## config.mk

```make
export PLATFORM = sky130hd
export DESIGN_NAME = user_id_programming
export DESIGN_NICKNAME = d
export VERILOG_FILES = /design/src/rtl/user_id_programming.sv
export SDC_FILE = /design/constraint.sdc
export NUM_CORES = 1
export LEC_CHECK = 0
export BUFFER_PORTS_ARGS = -buffer_cell sky130_fd_sc_hd__buf_4
export CAP_MARGIN = 5
export CORE_ASPECT_RATIO = 1.1
export CORE_UTILIZATION = 44
export DETAILED_ROUTE_END_ITERATION = 16
export PLACE_DENSITY_LB_ADDON = 0.08
export SETUP_SLACK_MARGIN = 0.05
export SKIP_LAST_GASP = 1
export SLEW_MARGIN = 20
export SYNTH_ARGS = -nofsm -noshare
export SYNTH_HDL_FRONTEND = slang
export SYNTH_SLANG_ARGS = --single-unit
```

## constraint.sdc

```tcl
create_clock -name wb_clk_i -period 2.1 [get_ports wb_clk_i]
set_input_delay 0.21 -clock wb_clk_i [delete_from_list [all_inputs] [get_ports wb_clk_i]]
set_output_delay 0.21 -clock wb_clk_i [all_outputs]
set_load 0.02 [all_outputs]
```

## src/rtl/user_id_programming.sv

```systemverilog
// user_id_programming
//   Supplies the 32-bit user project ID on mask_rev.  The ID is a build-time
//   constant that can be patched post-silicon by XOR with a register value.
//   The patch can be frozen by writing LOCK_KEY to the LOCK register.  Once
//   set, the lock is cleared only by wb_rst_i.
//   Optional feature macro: USER_ID_PARITY_EN.  When it is defined, the
//   mask_rev_parity port is added and the parity appears in LOCK bit 1.
module user_id_programming #(
    parameter logic [31:0] USER_PROJECT_ID = 32'h0000_0000,
    parameter logic [31:0] LOCK_KEY        = 32'h4C4F_434B
) (
    input  logic        wb_clk_i,
    input  logic        wb_rst_i,
    input  logic        wr_en,
    input  logic [1:0]  wr_addr,
    input  logic [31:0] wr_data,
    input  logic [1:0]  rd_addr,
    output logic [31:0] rd_data,
    output logic [31:0] mask_rev,
    output logic        locked
`ifdef USER_ID_PARITY_EN
    ,
    output logic        mask_rev_parity
`endif
);

    typedef enum logic [1:0] {
        REG_ID    = 2'd0,
        REG_PATCH = 2'd1,
        REG_LOCK  = 2'd2,
        REG_BASE  = 2'd3
    } reg_addr_e;

    // Declaration-time values make mask_rev valid before any clock or reset.
    logic [31:0] r_patch_q = '0;
    logic        r_lock_q  = 1'b0;

    reg_addr_e   w_wr_sel;
    reg_addr_e   w_rd_sel;
    logic        w_parity;

    assign w_wr_sel = reg_addr_e'(wr_addr);
    assign w_rd_sel = reg_addr_e'(rd_addr);

    // Patch and sticky lock registers.  Reset takes priority over any write.
    always_ff @(posedge wb_clk_i) begin
        if (wb_rst_i) begin
            r_patch_q <= '0;
            r_lock_q  <= 1'b0;
        end else if (wr_en) begin
            if ((w_wr_sel == REG_PATCH) && !r_lock_q) begin
                r_patch_q <= wr_data;
            end
            if ((w_wr_sel == REG_LOCK) && (wr_data == LOCK_KEY)) begin
                r_lock_q <= 1'b1;
            end
        end
    end

    assign mask_rev = USER_PROJECT_ID ^ r_patch_q;
    assign locked   = r_lock_q;

`ifdef USER_ID_PARITY_EN
    assign w_parity        = ^mask_rev;
    assign mask_rev_parity = w_parity;
`else
    assign w_parity        = 1'b0;
`endif

    // Combinational read mux showing the current (pre-edge) register state.
    always_comb begin
        rd_data = '0;
        case (w_rd_sel)
            REG_ID:    rd_data = mask_rev;
            REG_PATCH: rd_data = r_patch_q;
            REG_LOCK:  rd_data = {30'b0, w_parity, r_lock_q};
            REG_BASE:  rd_data = USER_PROJECT_ID;
            default:   rd_data = '0;
        endcase
    end

endmodule

```

==> impl_metrics.env <==
export IMPL_cp_start_kind="register"
export IMPL_relSlewSlack_pct=57.2
export IMPL_leakage_uw=0.00103
export IMPL_max_freq_ghz=0.688
export IMPL_pwr_share_seq_pct=54.1
export IMPL_fin_ws_ps=646
export IMPL_p_int_uw=891
export IMPL_critPathKind="reg -> reg"
export IMPL_synth_seq_cells=33
export IMPL_htreeDepth=2
export IMPL_cts_buffers=5
export IMPL_post_place_cells=334
export IMPL_cts_tree="built"
export IMPL_root_buffer="clkbuf_4"
export IMPL_vdd_drop_max_mv=0.345
export IMPL_dp_hpwl_um=2880
export IMPL_max_clock_path_buffers=2
export IMPL_synth_avg_cell_area_um2=7.96
export IMPL_yosysMostFrequentCell="nand2_1"
export IMPL_ys_flop_type="dfxtp_1"
export IMPL_drive_gt1_share_pct=41.2
export IMPL_synth_simple_area_share_pct=36.5
export IMPL_rows=22
export IMPL_switchingPower_uw=328
export IMPL_whs_path_depth=3
export IMPL_io_buffers=103
export IMPL_area_growth_pct=51.0
export IMPL_drtPass1Iterations=4
export IMPL_cts_setup_buffers=0
export IMPL_grt_pass1_wl_um=6400
export IMPL_design_core_area_um2=3360
export IMPL_ctsResizeCount=0
export IMPL_clockPowerShare_pct=26.8
export IMPL_die_w_um=58.6
export IMPL_crit_path_end_kind="register"
export IMPL_reg2reg_to="mask_rev[24]$_SDFFE_PP0P_"
export IMPL_synth_area_leader_cell="dfxtp_1"
export IMPL_synth_compound_gate_area_share_pct=13.5
export IMPL_drcViolationCount=0
export IMPL_worstRegToRegCells=3
export IMPL_reg2reg_from="locked$_SDFFE_PP0P_"
export IMPL_syn_num_nets=234
export IMPL_setup_tns_ps=0
export IMPL_antenna_left=0
export IMPL_grt_overflow_total=0
export IMPL_dpl_worst_slack_ps=635
export IMPL_status="completed"
export IMPL_clkTransAtPathRegs_ps=90
export IMPL_critical_path_required_ps=2360
export IMPL_hold_viol_final=0
export IMPL_synthMuxAreaShare_pct=0
export IMPL_slew_violations=0
export IMPL_comb_power_share_pct=19.1
export IMPL_drt_total_wl_um=3910
export IMPL_nets=332
export IMPL_hp_class="in -> reg"
export IMPL_fillers=347
export IMPL_ios=104
export IMPL_hold_start="wr_data[18]"
export IMPL_clk_latency_ps=320
export IMPL_synth_fa_ha_area_share_pct=0
export IMPL_ys_types=22
export IMPL_clock_skew_ps=2.17
export IMPL_grt_pass1_vias=1415
export IMPL_antenna_found_initial=0
export IMPL_synthesis_instances=195
export IMPL_rsz0062_at_grt="no"
export IMPL_post_route_period_util_pct=69.2
export IMPL_maxCapViolCount=0
export IMPL_n_antenna_cell=0
export IMPL_grt_use_total_pct=22.4
export IMPL_die_y_um=64.3
export IMPL_routed_via_density=4.75
export IMPL_min_to="mask_rev[18]$_SDFFE_PP0P_"
export IMPL_synth_xor_area_share_pct=0
export IMPL_stdcell_count=342
export IMPL_synthArstFlopShare_pct=0
export IMPL_initialDrtViolationCount=45
export IMPL_yosys_warnings=0
export IMPL_seq_area_frac_synth_pct=42.5
export IMPL_p_per_area_nw_per_um2=520
export IMPL_synth_edf_count=0
export IMPL_reg2reg_setup_slack_ps=650
export IMPL_postCtsHoldBufs=0
export IMPL_grt_max_degree=35
export IMPL_start_util_pct=46.2
export IMPL_netlist_area_um2=1550
export IMPL_routabilityCongestion=0.830
export IMPL_finalSetupViolations=0
export IMPL_critical_path_arrival_ps=1720
export IMPL_critical_path_peak_fanout=32
export IMPL_synthTopCellsByArea="dfxtp_1 (43%), nand2_1 (16%), nor2b_1 (13%), a21oi_1 (8.1%), a21oi_2 (3.9%)"
export IMPL_synth_common_cells="nand2_1 (65), dfxtp_1 (33), nor2b_1 (33)"
export IMPL_swShare_pct=26.9
export IMPL_tightestPinTransition_ps=642
export IMPL_wl_per_cell_um=11.4
export IMPL_via_count=1624
export IMPL_fin_crit_ps=1450
export IMPL_clock_sinks=33
export IMPL_synth_top_family_by_area="simple AND/OR/NAND/NOR gates"
export IMPL_dieArea_um2=3770
export IMPL_netlist_area_leader_share_pct=42.5
## final cells by class
cell class / count / area [µm²] / area share (%)
clock buffer: 8 / 48.8 / 2.08
inverter: 1 / 3.75 / 0.160
multi-input combinational: 146 / 776 / 33.1
sequential: 33 / 661 / 28.2
tap: 48 / 60.1 / 2.56
timing repair buffer: 106 / 796 / 33.9
## sequential cells by signal, indices dropped and copies added (netlist names)
name      cells
locked        1
mask_rev     32
## worst max path at each step
stage | cells past startpoint | start | end | slack (ps)
after floorplan | 5 | locked$_SDFFE_PP0P_ | mask_rev[12]$_SDFFE_PP0P_ | 860
after global placement | 3 | locked$_SDFFE_PP0P_ | mask_rev[8]$_SDFFE_PP0P_ | 680
after detailed placement | 3 | locked$_SDFFE_PP0P_ | mask_rev[24]$_SDFFE_PP0P_ | 630
after CTS | 3 | locked$_SDFFE_PP0P_ | mask_rev[24]$_SDFFE_PP0P_ | 610
after global routing | 3 | locked$_SDFFE_PP0P_ | mask_rev[8]$_SDFFE_PP0P_ | 490
final | 3 | locked$_SDFFE_PP0P_ | mask_rev[24]$_SDFFE_PP0P_ | 650
## routing by layer
layer  up-vias  GRT usage [%]  routed length [µm]
met5         -              0                   0
met4         0           8.04                  45
met3         4           6.68                 300
met2        73           38.1                1890
met1       716           26.4                1670
li1        831              -                   -
## logic make-up (layout without fill, tap and decap cells)
logic type,count (synthesis),in the layout
AO/OA/AOI/OAI,34,34
buffers and inverters,16,115
flip-flops,33,33
AND/OR/NAND/NOR,112,112
## power by group through the flow
stage	Clock, µW	Combinational [µW]	Sequential [µW]
after CTS	345	235	659
after floorplan	0	94.2	696
after global routing	373	252	662
after global placement	0	233	674
final	327	233	659
after detailed placement	0	235	674
## critical path, cell delays in order, from the launching register on
cell and delay [ps]:
dfxtp_1 360, and4bb_2 740, nand2_1 160, a21oi_2 130
## through the flow
stage	util [%]	hold WS, ps	power, µW	cell area [µm²]
2_1_floorplan	-	346	791	1550
3_3_place_gp	68.4	453	906	2300
3_5_place_dp	68.4	459	909	2300
4_1_cts	69.8	113	1240	2340
5_1_grt	69.8	116	1290	2340
6_report	69.8	133	1220	2340
## layout by cell type, fill, tap and decap left out
| cell type | count |
|---|---|
| a21oi_2 | 7 |
| nand2_1 | 65 |
| nor4b_1 | 3 |
| and4_1 | 1 |
| inv_1 | 1 |
| nand3_1 | 1 |
| nor4_2 | 1 |
| or2b_1 | 1 |
| a21oi_1 | 25 |
| nor4bb_1 | 1 |
| o41ai_2 | 1 |
| nor2b_1 | 33 |
| nor2_1 | 1 |
| clkbuf_4 | 5 |
| dfxtp_1 | 33 |
| o22ai_1 | 1 |
| nand4bb_1 | 1 |
| nand4_1 | 3 |
| and4bb_2 | 1 |
| buf_4 | 106 |
| clkbuf_1 | 3 |
Power figures use the tool's default switching activity.
